### config.mk
export PLATFORM = sky130hd
export DESIGN_NAME = switch_input_port
export DESIGN_NICKNAME = d
export VERILOG_FILES = /design/src/rtl/io_pkg.sv /design/src/rtl/switch_input_port_debounce.sv /design/src/rtl/switch_input_port.sv
export SDC_FILE = /design/constraint.sdc
export NUM_CORES = 1
export LEC_CHECK = 0
export CAP_MARGIN = 10
export CORE_UTILIZATION = 59
export DETAILED_ROUTE_END_ITERATION = 8
export PLACE_DENSITY = 0.88
export RECOVER_POWER = 50
export SYNTH_ARGS = -nofsm -noshare
export SYNTH_HDL_FRONTEND = slang
export SYNTH_SLANG_ARGS = --single-unit
### constraint.sdc
create_clock -name clk -period 4.05 [get_ports clk]
set_clock_uncertainty 0.15 [all_clocks]
set_input_delay 0.81 -clock clk [delete_from_list [all_inputs] [get_ports clk]]
set_output_delay 0.81 -clock clk [all_outputs]
set_load 0.03 [all_outputs]
### src/rtl/io_pkg.sv
// Shared types and constants for the human-input port blocks.
package io_pkg;

  // Debounce FSM states: stable low, confirming a rise, stable high, confirming a fall.
  typedef enum logic [1:0] {
    LOW       = 2'd0,
    RISE_WAIT = 2'd1,
    HIGH      = 2'd2,
    FALL_WAIT = 2'd3
  } db_state_t;

  localparam int IO_WIDTH = 8;

endpackage

### src/rtl/switch_input_port_debounce.sv
// Two-flop synchronizer plus debounce FSM for one push-button.
// The level changes only after DB_CYCLES consecutive samples agree.
// rise strobes for one cycle on the RISE_WAIT -> HIGH transition.
module debounce
  import io_pkg::*;
#(
  parameter int DB_CYCLES = 250000
) (
  input  logic clk,
  input  logic rst,
  input  logic btn_raw,
  output logic level,
  output logic rise
);

  localparam int CNT_W = $clog2(DB_CYCLES + 1);
  localparam logic [CNT_W-1:0] CNT_MAX  = CNT_W'(DB_CYCLES);
  // The edge that would push the count to DB_CYCLES is the one that commits the new level.
  localparam logic [CNT_W-1:0] CNT_LAST = CNT_W'(DB_CYCLES - 1);
  localparam logic [CNT_W-1:0] CNT_ONE  = CNT_W'(1);

  logic             btn_p0;
  logic             btn_p1;
  db_state_t        state;
  db_state_t        state_nxt;
  logic [CNT_W-1:0] cnt;
  logic [CNT_W-1:0] cnt_nxt;

  // Saturating increment so a long stable level can never wrap the counter.
  function automatic logic [CNT_W-1:0] sat_inc(input logic [CNT_W-1:0] c);
    return (c == CNT_MAX) ? c : c + CNT_ONE;
  endfunction

  // Synchronize the asynchronous button into the clk domain.
  always_ff @(posedge clk or negedge rst) begin
    if (!rst) begin
      btn_p0 <= 1'b0;
      btn_p1 <= 1'b0;
    end else begin
      btn_p0 <= btn_raw;
      btn_p1 <= btn_p0;
    end
  end

  // State and stability counter registers.
  always_ff @(posedge clk or negedge rst) begin
    if (!rst) begin
      state <= LOW;
      cnt   <= '0;
    end else begin
      state <= state_nxt;
      cnt   <= cnt_nxt;
    end
  end

  // Next-state, counter update and rise strobe.
  always_comb begin
    state_nxt = state;
    cnt_nxt   = cnt;
    rise      = 1'b0;
    case (state)
      LOW: begin
        if (btn_p1) begin
          state_nxt = RISE_WAIT;
          cnt_nxt   = CNT_ONE;
        end
      end
      RISE_WAIT: begin
        if (!btn_p1) begin
          state_nxt = LOW;
          cnt_nxt   = '0;
        end else if (cnt == CNT_LAST) begin
          state_nxt = HIGH;
          cnt_nxt   = '0;
          rise      = 1'b1;
        end else begin
          cnt_nxt = sat_inc(cnt);
        end
      end
      HIGH: begin
        if (!btn_p1) begin
          state_nxt = FALL_WAIT;
          cnt_nxt   = CNT_ONE;
        end
      end
      FALL_WAIT: begin
        if (btn_p1) begin
          state_nxt = HIGH;
          cnt_nxt   = '0;
        end else if (cnt == CNT_LAST) begin
          state_nxt = LOW;
          cnt_nxt   = '0;
        end else begin
          cnt_nxt = sat_inc(cnt);
        end
      end
      default: begin
        state_nxt = LOW;
        cnt_nxt   = '0;
      end
    endcase
  end

  // Level is a pure decode of the state register, so no input reaches it combinationally.
  assign level = (state == HIGH) || (state == FALL_WAIT);

endmodule

### src/rtl/switch_input_port.sv
// Switch bank and push-button input port for the CPU datapath.
// Each debounced press samples the synchronized switches into a
// valid/ack holding register; presses dropped while full set a sticky overrun.
module switch_input_port
  import io_pkg::*;
#(
  parameter int WIDTH     = IO_WIDTH,
  parameter int DB_CYCLES = 250000
) (
  input  logic             clk,
  input  logic             rst,
  input  logic [WIDTH-1:0] sw_raw,
  input  logic             btn_raw,
  input  logic             rd_ack,
  output logic [WIDTH-1:0] data,
  output logic             valid,
  output logic             overrun,
  output logic             btn_level
);

  logic [WIDTH-1:0] sw_p0;
  logic [WIDTH-1:0] sw_p1;
  logic             press;

  debounce #(
    .DB_CYCLES (DB_CYCLES)
  ) u_debounce (
    .clk     (clk),
    .rst     (rst),
    .btn_raw (btn_raw),
    .level   (btn_level),
    .rise    (press)
  );

  // Synchronize the asynchronous switch bank; switches are quasi-static so per-bit sync suffices.
  always_ff @(posedge clk or negedge rst) begin
    if (!rst) begin
      sw_p0 <= '0;
      sw_p1 <= '0;
    end else begin
      sw_p0 <= sw_raw;
      sw_p1 <= sw_p0;
    end
  end

  // Capture on press, consume on ack; ack on the press edge means consume-then-capture.
  always_ff @(posedge clk or negedge rst) begin
    if (!rst) begin
      data    <= '0;
      valid   <= 1'b0;
      overrun <= 1'b0;
    end else if (press) begin
      if (!valid || rd_ack) begin
        data  <= sw_p1;
        valid <= 1'b1;
      end else begin
        overrun <= 1'b1;
      end
    end else if (rd_ack && valid) begin
      valid   <= 1'b0;
      overrun <= 1'b0;
    end
  end

endmodule

==> summary.txt, run 1 <==
GRT Util Overall - 23.1%
Slew @ Worst Pin - 2.45 ns
Worst setup SP type - input port
synthesized cell area - 2060 sq um
crit-path max FO - 48
CP Depth - 1
final WL - 3720 um
routability cong. - 0.921
via count - 1388
share of layout cells above drive strength 1 - 14.1%
FMAX - 369 MHz
Buf/Inv on CP - 1
CORE AREA - 3340 sq um
DRC errors left - 0
CP Capture Type - asynchronous set/reset pin
clk sinks - 48
Final setup viols - 0
post-synth cell types - 42
CTS Hold Bufs - 0
clock slew at reported path FFs - 0.14 ns
H-tree level count - 2
maximum VDD drop - 0.225 mV
Fin Hold WS - 0.216 ns
CP delay by family, top - buffers and inverters
CTS tree - yes
antenna violations before repair - 0
Tcrit/Tclk final - 67.0%
Chip Width - 61.1 um
# resized after CTS - 0
Final Hold Viols - 0
Vias per Instance - 5.67
GRT overflow - 0
Detailed Routing Iterations Pass 1 - 4
sequential area share after synthesis - 58.3%
nets@finish - 212
Worst Setup EP - u_debounce.cnt[8]$_DFFE_PN0P_
Synth Flop Type - dfrtp_1
Critical Path AT - 2.54 ns
Setup TNS - 0 ns
vias in the first global route - 1408
Reg-to-Reg Start - u_debounce.cnt[5]$_DFFE_PN0P_
WL per Instance - 15.2 um
die outline height - 61.1 um
HP Class - flop to flop
violated checks - max-capacitance violations, max-slew violations
Max-cap violations - 1
Leak - 1.00 nW
row count - 21
WS Path Type - input port to asynchronous set/reset pin
DRT iter0 DRCs - 115
R2R setup slack - 1.67 ns
ys async rst share - 100%
layout overhead on the synthesized area - 15.4%
total setup buffers inserted after CTS - 0
worst r2r dst - data[2]$_DFFE_PN0P_
CP Data Required Time - 3.88 ns
worst-skew pair later-pin latency - 0.38 ns
CP max stage delay - 1.72 ns
synth warn - 0
initial core utilization - 61.7%
Final min period - 2.71 ns
R2R depth - 5
TritonCTS buffer count - 5
slowest CP cell - clkbuf_1
dpl hpwl - 2580 um
largest net degree at the start of global routing - 49
relative slew slack - -63.5%
die area - 3730 sq um
Clock Tree Root - clkbuf_4
hold depth - 0
io pins - 23
clk buf depth - 2
Antenna Diode Count - 0
Avg Cell Area, Syn - 11.9 sq um
Slew Viols, Final - 49
RSZ-0062 raised after global routing - no
#FFs+latches synth - 48
Post-synth EDFFs - 0
first-pass GRT wire length - 6040 um
crit path cell chain - clkbuf_1
Mapped Nets - 187
Buffers on Ports - 22
PwrDens - 445 nW/um^2
status - finished with violations
Mapped Cells - 173
antenna-violating nets left - 0
Crit. Startpoint - rst
[routing by layer]
metal  vias up  global-route usage (%)  wire length, um
met3        11                    6.51              223
met4         0                    15.3              105
met1       668                    28.5             1580
li1        653                       -                -
met2        56                    35.7             1810
met5         -                       0                0
[kinds of logic (layout without fill, tap and decap cells)]
family / Yosys count / in the layout / synth area share, %
adders and majority gates: 2 / 2 / 1.21
DFF: 48 / 48 / 58.3
muxes: 9 / 9 / 6.56
xor gates and xnor gates: 12 / 12 / 5.10
AOI/OAI and AO/OA: 23 / 23 / 7.11
buffers and inverters: 12 / 38 / 2.37
and+or+nand+nor: 67 / 67 / 19.3
[where the power goes]
part | switching (mW) | total (mW) | leakage (nW) | internal (mW)
sequential | 0.0440 | 0.555 | 0.621 | 0.511
combinational | 0.173 | 0.262 | 0.344 | 0.0887
clock | 0.155 | 0.241 | 0.0386 | 0.0861
total | 0.372 | 1.06 | 1.00 | 0.686
[worst min-delay path by stage]
stage                  startpoint                  to  slack (ns)
2_1_floorplan  sw_p0[0]$_DFF_PN0_  sw_p1[0]$_DFF_PN0_        0.18
3_3_place_gp   sw_p0[0]$_DFF_PN0_  sw_p1[0]$_DFF_PN0_        0.18
3_5_place_dp   sw_p0[7]$_DFF_PN0_  sw_p1[7]$_DFF_PN0_        0.19
4_1_cts        sw_p0[7]$_DFF_PN0_  sw_p1[7]$_DFF_PN0_        0.22
5_1_grt        sw_p0[7]$_DFF_PN0_  sw_p1[7]$_DFF_PN0_        0.22
6_report       sw_p0[7]$_DFF_PN0_  sw_p1[7]$_DFF_PN0_        0.22
[cells in the mapped netlist, types with 2 or more instances]
master | count | area [sq um]
nand2_1 | 12 | 45.0
a31oi_1 | 2 | 12.5
xor2_1 | 5 | 43.8
mux2_4 | 9 | 135
nand2b_1 | 2 | 12.5
o21ai_0 | 6 | 30.0
clkbuf_1 | 3 | 11.3
nand4_1 | 6 | 37.5
nor3_1 | 3 | 15.0
inv_1 | 8 | 30.0
nand3_1 | 8 | 40.0
nor4_1 | 3 | 18.8
nor2_1 | 15 | 56.3
ha_1 | 2 | 25.0
or3_1 | 4 | 25.0
dfrtp_1 | 48 | 1200
a21oi_1 | 6 | 30.0
xnor2_1 | 7 | 61.3
[placed cells by master, fill, tap and decap left out, types with 6 or more instances in the layout]
cell             netlist  final
nand2_1               12     12
inv_1                  8      8
nor2_1                15     15
nand4_1                6      6
o21ai_0                6      6
dfrtp_1               48     48
nand3_1                8      8
xnor2_1                7      7
clkdlybuf4s50_1        0     12
a21oi_1                6      6
mux2_4                 9      9
dlygate4sd3_1          0      9
[state kept, by name, summed over array words and instances (netlist names), 8 cells and up, named ones only]
register and flops:
u_debounce.cnt 18, data 8, sw_p0 8, sw_p1 8
[metrics by stage]
stage	setup slack (ns)	std cells	total power, mW	cell area, sq um	util [%]
6_report	1.34	245	1.06	2380	71.2
5_1_grt	0.869	245	1.13	2380	71.2
3_5_place_dp	1.67	237	0.823	2310	69.3
4_1_cts	1.52	245	1.06	2380	71.3
3_3_place_gp	1.72	237	0.808	2310	69.3
2_1_floorplan	1.79	173	0.754	2060	-
[final cells by class]
type | count | area, sq um
sequential | 48 | 1200
fill | 229 | 960
multi-input combinational | 113 | 810
timing repair buffer | 22 | 214
tap | 46 | 57.6
clock buffer | 6 | 51.3
inverter | 8 | 30.0
clock inverter | 2 | 13.8
Note: power is estimated with default switching activity, not from simulation.
==> run 2, diff against run 1 <==
--- a/config.mk
+++ b/config.mk
@@ -6,9 +6,9 @@
 export NUM_CORES = 1
 export LEC_CHECK = 0
 export CAP_MARGIN = 10
-export CORE_UTILIZATION = 59
+export CORE_UTILIZATION = 49
 export DETAILED_ROUTE_END_ITERATION = 8
-export PLACE_DENSITY = 0.88
+export PLACE_DENSITY = 0.79
 export RECOVER_POWER = 50
 export SYNTH_ARGS = -nofsm -noshare
 export SYNTH_HDL_FRONTEND = slang
==> constraint.sdc (replaced) <==
create_clock -name clk -period 2.2 [get_ports clk]
set_clock_uncertainty 0.15 [all_clocks]
set_input_delay 0.44 -clock clk [delete_from_list [all_inputs] [get_ports clk]]
set_output_delay 0.44 -clock clk [all_outputs]
set_load 0.03 [all_outputs]
==> run 2 against run 1 <==
The run ends with negative setup slack left. Die area grew 20%. Critical path depth up 5. Count of clock-buffer cells in the layout shrank 1. Register-to-register slack worse by 1.8 ns. Core utilization decreased by 5.6 points. Via count rose by 7.5%. Worst setup slack got worse by 1.4 ns. Worst hold slack worse by 0.022 ns. Power is 120% higher. Critical path type is now flop to flop. Critical endpoint is now data[2]$_DFFE_PN0P_. Largest power group unchanged.
==> summary.txt, run 2 (same netlist as run 1, synthesis figures left out) <==
Antenna Diode Count - 0 (unchanged)
largest net degree at the start of global routing - 29 (was 49)
nets@finish - 238 (was 212)
FMAX - 435 MHz
DRC errors left - 0 (unchanged)
first-pass GRT wire length - 6880 um (was 6040 um)
Largest register FFs - 18 (unchanged)
worst-skew pair later-pin latency - 0.31 ns (was 0.38 ns)
Final setup viols - 24 (was 0)
Critical Path AT - 2.34 ns (was 2.54 ns)
relative slew slack - 55.1% (was -63.5%)
initial core utilization - 51.1% (was 61.7%)
vias in the first global route - 1493 (was 1408)
hold depth - 0 (unchanged)
Leak - 1.16 nW (was 1.00 nW)
CTS tree - yes (unchanged)
R2R depth - 6 (was 5)
antenna-violating nets left - 0 (unchanged)
CP Capture Type - flop (was asynchronous set/reset pin)
crit-path max FO - 8 (was 48)
Vias per Instance - 5.43 (was 5.67)
Worst setup SP type - flop (was input port)
Slew Viols, Final - 0 (was 49)
layout overhead on the synthesized area - 28.5% (was 15.4%)
antenna violations before repair - 0 (unchanged)
Max-cap violations - 0 (was 1)
Buffers on Ports - 22 (unchanged)
Clock Tree Root - clkbuf_8 (was clkbuf_4)
Chip Width - 66.8 um (was 61.1 um)
die area - 4470 sq um (was 3730 sq um)
final WL - 4250 um (was 3720 um)
die outline height - 66.8 um (was 61.1 um)
DRT iter0 DRCs - 87 (was 115)
share of layout cells above drive strength 1 - 24.4% (was 14.1%)
Final min period - 2.30 ns
Detailed Routing Iterations Pass 1 - 4 (unchanged)
status - finished with violations (unchanged)
clock slew at reported path FFs - 0.10 ns (was 0.14 ns)
Final Hold Viols - 0 (unchanged)
Tcrit/Tclk final - 104%
Slew @ Worst Pin - 0.674 ns (was 2.45 ns)
CP Data Required Time - 2.24 ns (was 3.88 ns)
clk sinks - 48 (unchanged)
TritonCTS buffer count - 5 (unchanged)
commonest non-fill, non-tap cells in the layout - dfrtp_1 (48), buf_4 (22), nor2_1 (15) (was dfrtp_1 (48), nor2_1 (15), nand2_1 (12), clkdlybuf4s50_1 (12))
clk buf depth - 2 (unchanged)
GRT overflow - 0 (unchanged)
Filler cells - 301 (was 229)
dpl hpwl - 2860 um (was 2580 um)
violated checks - negative setup slack (was max-capacitance violations, max-slew violations)
Placed Area - 2450 sq um (was 2310 sq um)
WL per Instance - 15.4 um (was 15.2 um)
GRT Util Overall - 21.9% (was 23.1%)
pre-CTS WS - -0.116 ns (was 1.67 ns)
RSZ-0062 raised after global routing - yes (was no)
io pins - 23 (unchanged)
row count - 23 (was 21)
H-tree level count - 2 (unchanged)
Finished Cell Area - 2650 sq um (was 2380 sq um)
most common cell after layout, fill and taps aside - dfrtp_1 (unchanged)
largest register by flop count - u_debounce.cnt (unchanged)
via count - 1492 (was 1388)
Fin Hold WS - 0.194 ns (was 0.216 ns)
CORE AREA - 4030 sq um (was 3340 sq um)
WS Path Type - flop to flop (was input port to asynchronous set/reset pin)
maximum VDD drop - 0.466 mV (was 0.225 mV)
routability cong. - 0.868 (was 0.921)
PwrDens - 882 nW/um^2 (was 445 nW/um^2)
HP Class - flop to flop (unchanged)
fin worst setup slack - -0.0985 ns (was 1.34 ns)
## run 2: critical path: stages (launching register included)
cell and delay, ns:
dfrtp_1 0.39, or4_4 0.55, nor4_4 0.25, buf_4 0.17
nand3_4 0.10, nor2_8 0.24, mux2_4 0.33
## run 2: stage by stage
step	setup TNS, ns	cells	total power, mW	util [%]
after global placement	-0.302	259	1.57	60.9
after CTS	-0.983	275	2.31	65.3
final	-1.10	275	2.33	65.7
after global routing	-3.07	275	2.46	65.7
after detailed placement	-0.840	259	1.59	60.9
after floorplan	-0.316	173	1.39	-
## run 2: final timing paths
kind                                                      from                          end  slack, ns
worst max-delay path            u_debounce.cnt[13]$_DFFE_PN0P_          data[2]$_DFFE_PN0P_       -0.1
worst min-delay path               u_debounce.btn_p0$_DFF_PN0_  u_debounce.btn_p1$_DFF_PN0_       0.19
worst max register to register  u_debounce.cnt[13]$_DFFE_PN0P_          data[2]$_DFFE_PN0P_       -0.1
worst min register to register     u_debounce.btn_p0$_DFF_PN0_  u_debounce.btn_p1$_DFF_PN0_       0.19
max in group asynchronous                                  rst           sw_p1[5]$_DFF_PN0_       0.70
min in group asynchronous                                  rst          data[4]$_DFFE_PN0P_       0.54
## run 2: final cells by class
type / instances / area, sq um / share of cell area, %
flip-flops and latches: 48 / 1200 / 45.4
well taps: 50 / 62.6 / 2.36
inverters: 8 / 30.0 / 1.13
multi-input cells: 113 / 812 / 30.7
repair buffers: 48 / 424 / 16.0
clock buffers: 5 / 68.8 / 2.60
clock inverters: 3 / 47.5 / 1.80
## run 2: report_power, final
part           switching, mW  internal [mW]
sequential            0.0629          0.940
combinational          0.379          0.296
clock                  0.314          0.342
total                  0.756           1.58
## run 2: what timing repair did
action	CTS	global route
resized for setup	0	4
endpoints found under the hold margin	26	0
hold buffers	1	0
buffers inserted	7	0
endpoints found under the setup margin	20	27
pin swaps	3	4
## run 2: metal layers
layer	GRT usage [%]	routed length, um	up-vias
met5	0	0	-
met4	13.8	184	0
met3	4.28	147	14
met2	34.3	2050	47
met1	27.4	1860	732
li1	-	-	699
==> patch, RTL diff (flow settings as in run 2) <==
Reset style: synchronous (`rst`), changed in 4 clocked blocks. Comments in the files are not updated.
--- a/src/rtl/switch_input_port_debounce.sv
+++ b/src/rtl/switch_input_port_debounce.sv
@@ -32,7 +32,7 @@
   endfunction
 
   // Synchronize the asynchronous button into the clk domain.
-  always_ff @(posedge clk or negedge rst) begin
+  always_ff @(posedge clk) begin
     if (!rst) begin
       btn_p0 <= 1'b0;
       btn_p1 <= 1'b0;
@@ -43,7 +43,7 @@
   end
 
   // State and stability counter registers.
-  always_ff @(posedge clk or negedge rst) begin
+  always_ff @(posedge clk) begin
     if (!rst) begin
       state <= LOW;
       cnt   <= '0;
--- a/src/rtl/switch_input_port.sv
+++ b/src/rtl/switch_input_port.sv
@@ -33,7 +33,7 @@
   );
 
   // Synchronize the asynchronous switch bank; switches are quasi-static so per-bit sync suffices.
-  always_ff @(posedge clk or negedge rst) begin
+  always_ff @(posedge clk) begin
     if (!rst) begin
       sw_p0 <= '0;
       sw_p1 <= '0;
@@ -44,7 +44,7 @@
   end
 
   // Capture on press, consume on ack; ack on the press edge means consume-then-capture.
-  always_ff @(posedge clk or negedge rst) begin
+  always_ff @(posedge clk) begin
     if (!rst) begin
       data    <= '0;
       valid   <= 1'b0;
Formal check against the unedited RTL: no difference found for any inputs over 10 cycles, from zero or initial values and one cycle with rst low; that may be too few to reach the edited logic, so the function may still have changed.
==> patch against run 2 <==
The run ends with DRC left; design area decreased by 6.3%; synthesized area down 1.6%; sequential share of layout area down 6.6 points; setup slack better by 180 ps; critical path depth unchanged; wire length down 4.5%; first-iteration DRC count up 54%; core utilization shrank 3.2 points; sequential cell count unchanged; critical endpoint is now u_debounce.cnt[1].
Power is not compared: it rests on default switching activity, and its combinational part moved more than twofold at a synthesized area within 25%.
==> patch: results (changes against run 2) <==
Main synth FF type=dfxtp_1; portion of the post-synthesis area used by sequential elements=0.474 (-0.109); detailed-route via count=1688 (+13%); overall routing resource usage=0.207 (-0.0112); crit path max-delay cell type=or4b_4; global placement routability congestion=0.840 (-3.3%); Post-DP HPWL=2890 µm (+0.92%); outcome=finished, violations left; Critical path origin=u_debounce.cnt[11]; pre-CTS setup slack=93.7 ps (+210 ps); maximum number of pins on one net before global-route repair=31 (+6.9%); Avg Cell Area, Syn=9.47 µm² (-20%); Critical Path Sink=u_debounce.cnt[1]; length of the first detailed-routing pass in iterations=6 (+2); final critical-path share of the clock period=0.963 (-0.0816); syn_nets=228 (+22%); worst IR drop on VDD=490 µV; worst rel slew slack=0.691 (+0.140); post-layout net count=263 (+11%); Wirelength per Cell=13.5 µm (-12%); Worst Hold Class=reg2reg; remaining routing DRC violations=2 (+2); Netlist cell types=45 (+7.1%); Post-synth ARST share=0 (-1.00); largest driver fanout on the critical path=6 (-2); ranking of synthesized cells by area=dfxtp_1, and2_1, mux2i_1; proportion of layout cells with a drive suffix above 1=0.128 (-0.116); Worst R2R Setup Slack=80 ps (+180 ps); via count of the first global-routing pass=1466 (-1.8%); register containing the most flip-flops in the final layout=u_debounce.cnt; number of levels in the clock H-tree=2 (unchanged); list of most frequent post-synthesis cells=dfxtp_1, and2_1, nand2_1; failing checks=DRC; number of buffers added by the clock tree synthesis step=5 (unchanged); Total Routed Length=4060 µm (-4.5%); number of cells in the design after placement=291 (+12%); number of DRC markers in iteration 0=134 (+54%); final-layout fill cell count=335 (+11%); wire length of the first global-routing pass=6740 µm (-2.0%)
[patch: changes by cell type in the layout (fill, tap and decap cells not counted), sizes merged, moves of 6 or more]
cell   change
a31oi      +7
and2      +17
buf       -11
dfrtp     -48
dfxtp     +48
mux2       -9
mux2i     +11
nand3      +6
[patch: how the worst min path moves through the flow]
stage	cells after the start	end	start
floorplan	1	sw_p1[0]	sw_p0[0]
global placement	1	sw_p1[4]	sw_p0[4]
detailed placement	1	sw_p1[3]	sw_p0[3]
CTS	1	sw_p1[3]	sw_p0[3]
global route	1	sw_p1[7]	sw_p0[7]
finish	1	sw_p1[3]	sw_p0[3]
[patch: power by group through the flow]
stage	Combinational (mW)	Sequential (mW)	Clock (mW)
6_report	0.0877	0.894	0.566
5_1_grt	0.0978	0.897	0.610
4_1_cts	0.0884	0.895	0.569
3_5_place_dp	0.0878	0.915	0
3_3_place_gp	0.0856	0.914	0
2_1_floorplan	0.0486	0.912	0
[patch: layer usage]
metal	GRT usage	vias up	part of all wire
met4	0.0904	0	0.024
met2	0.316	60	0.46
met3	0.0586	9	0.051
li1	-	833	-
met5	0	-	0
met1	0.270	786	0.47
[patch: final cells by class]
| cell class | count | area share |
|---|---|---|
| clock inverter | 2 | 0.00555 |
| inverter | 7 | 0.0106 |
| tap | 50 | 0.0252 |
| multi-input combinational | 151 | 0.407 |
| clock buffer | 6 | 0.0333 |
| timing repair buffer | 36 | 0.131 |
| sequential | 48 | 0.387 |
[patch: worst reg2reg max path, stage by stage (launching register included)]
cell,delay [ps]
dfxtp_1,340
or4b_4,540
nor3_4,260
buf_4,180
nand3_2,120
o31a_1,280
o31ai_2,160
[patch: logic make-up (layout without fill, tap and decap cells)]
family,count (synthesis),after routing,share of synthesized area
muxes,11,11,0.0543
adders and majority gates,2,2,0.0123
and+or+nand+nor,96,96,0.281
xor gates and xnor gates,4,4,0.0173
buffers and inverters,15,51,0.0284
AOI/OAI and AO/OA,38,38,0.132
DFF,48,48,0.474
[patch: per-stage QoR]
step,hold slack [ps],cell area [µm²]
after global placement,263,2380
after floorplan,262,2030
final,287,2480
after global routing,309,2480
after CTS,289,2470
after detailed placement,268,2380
[patch: timing repair]
action / 4_1_cts / 5_1_grt
setup endpoints to repair: 0 / 4
hold endpoints to repair: 0 / 0
resized for setup: 0 / 0
setup buffers: 0 / 1
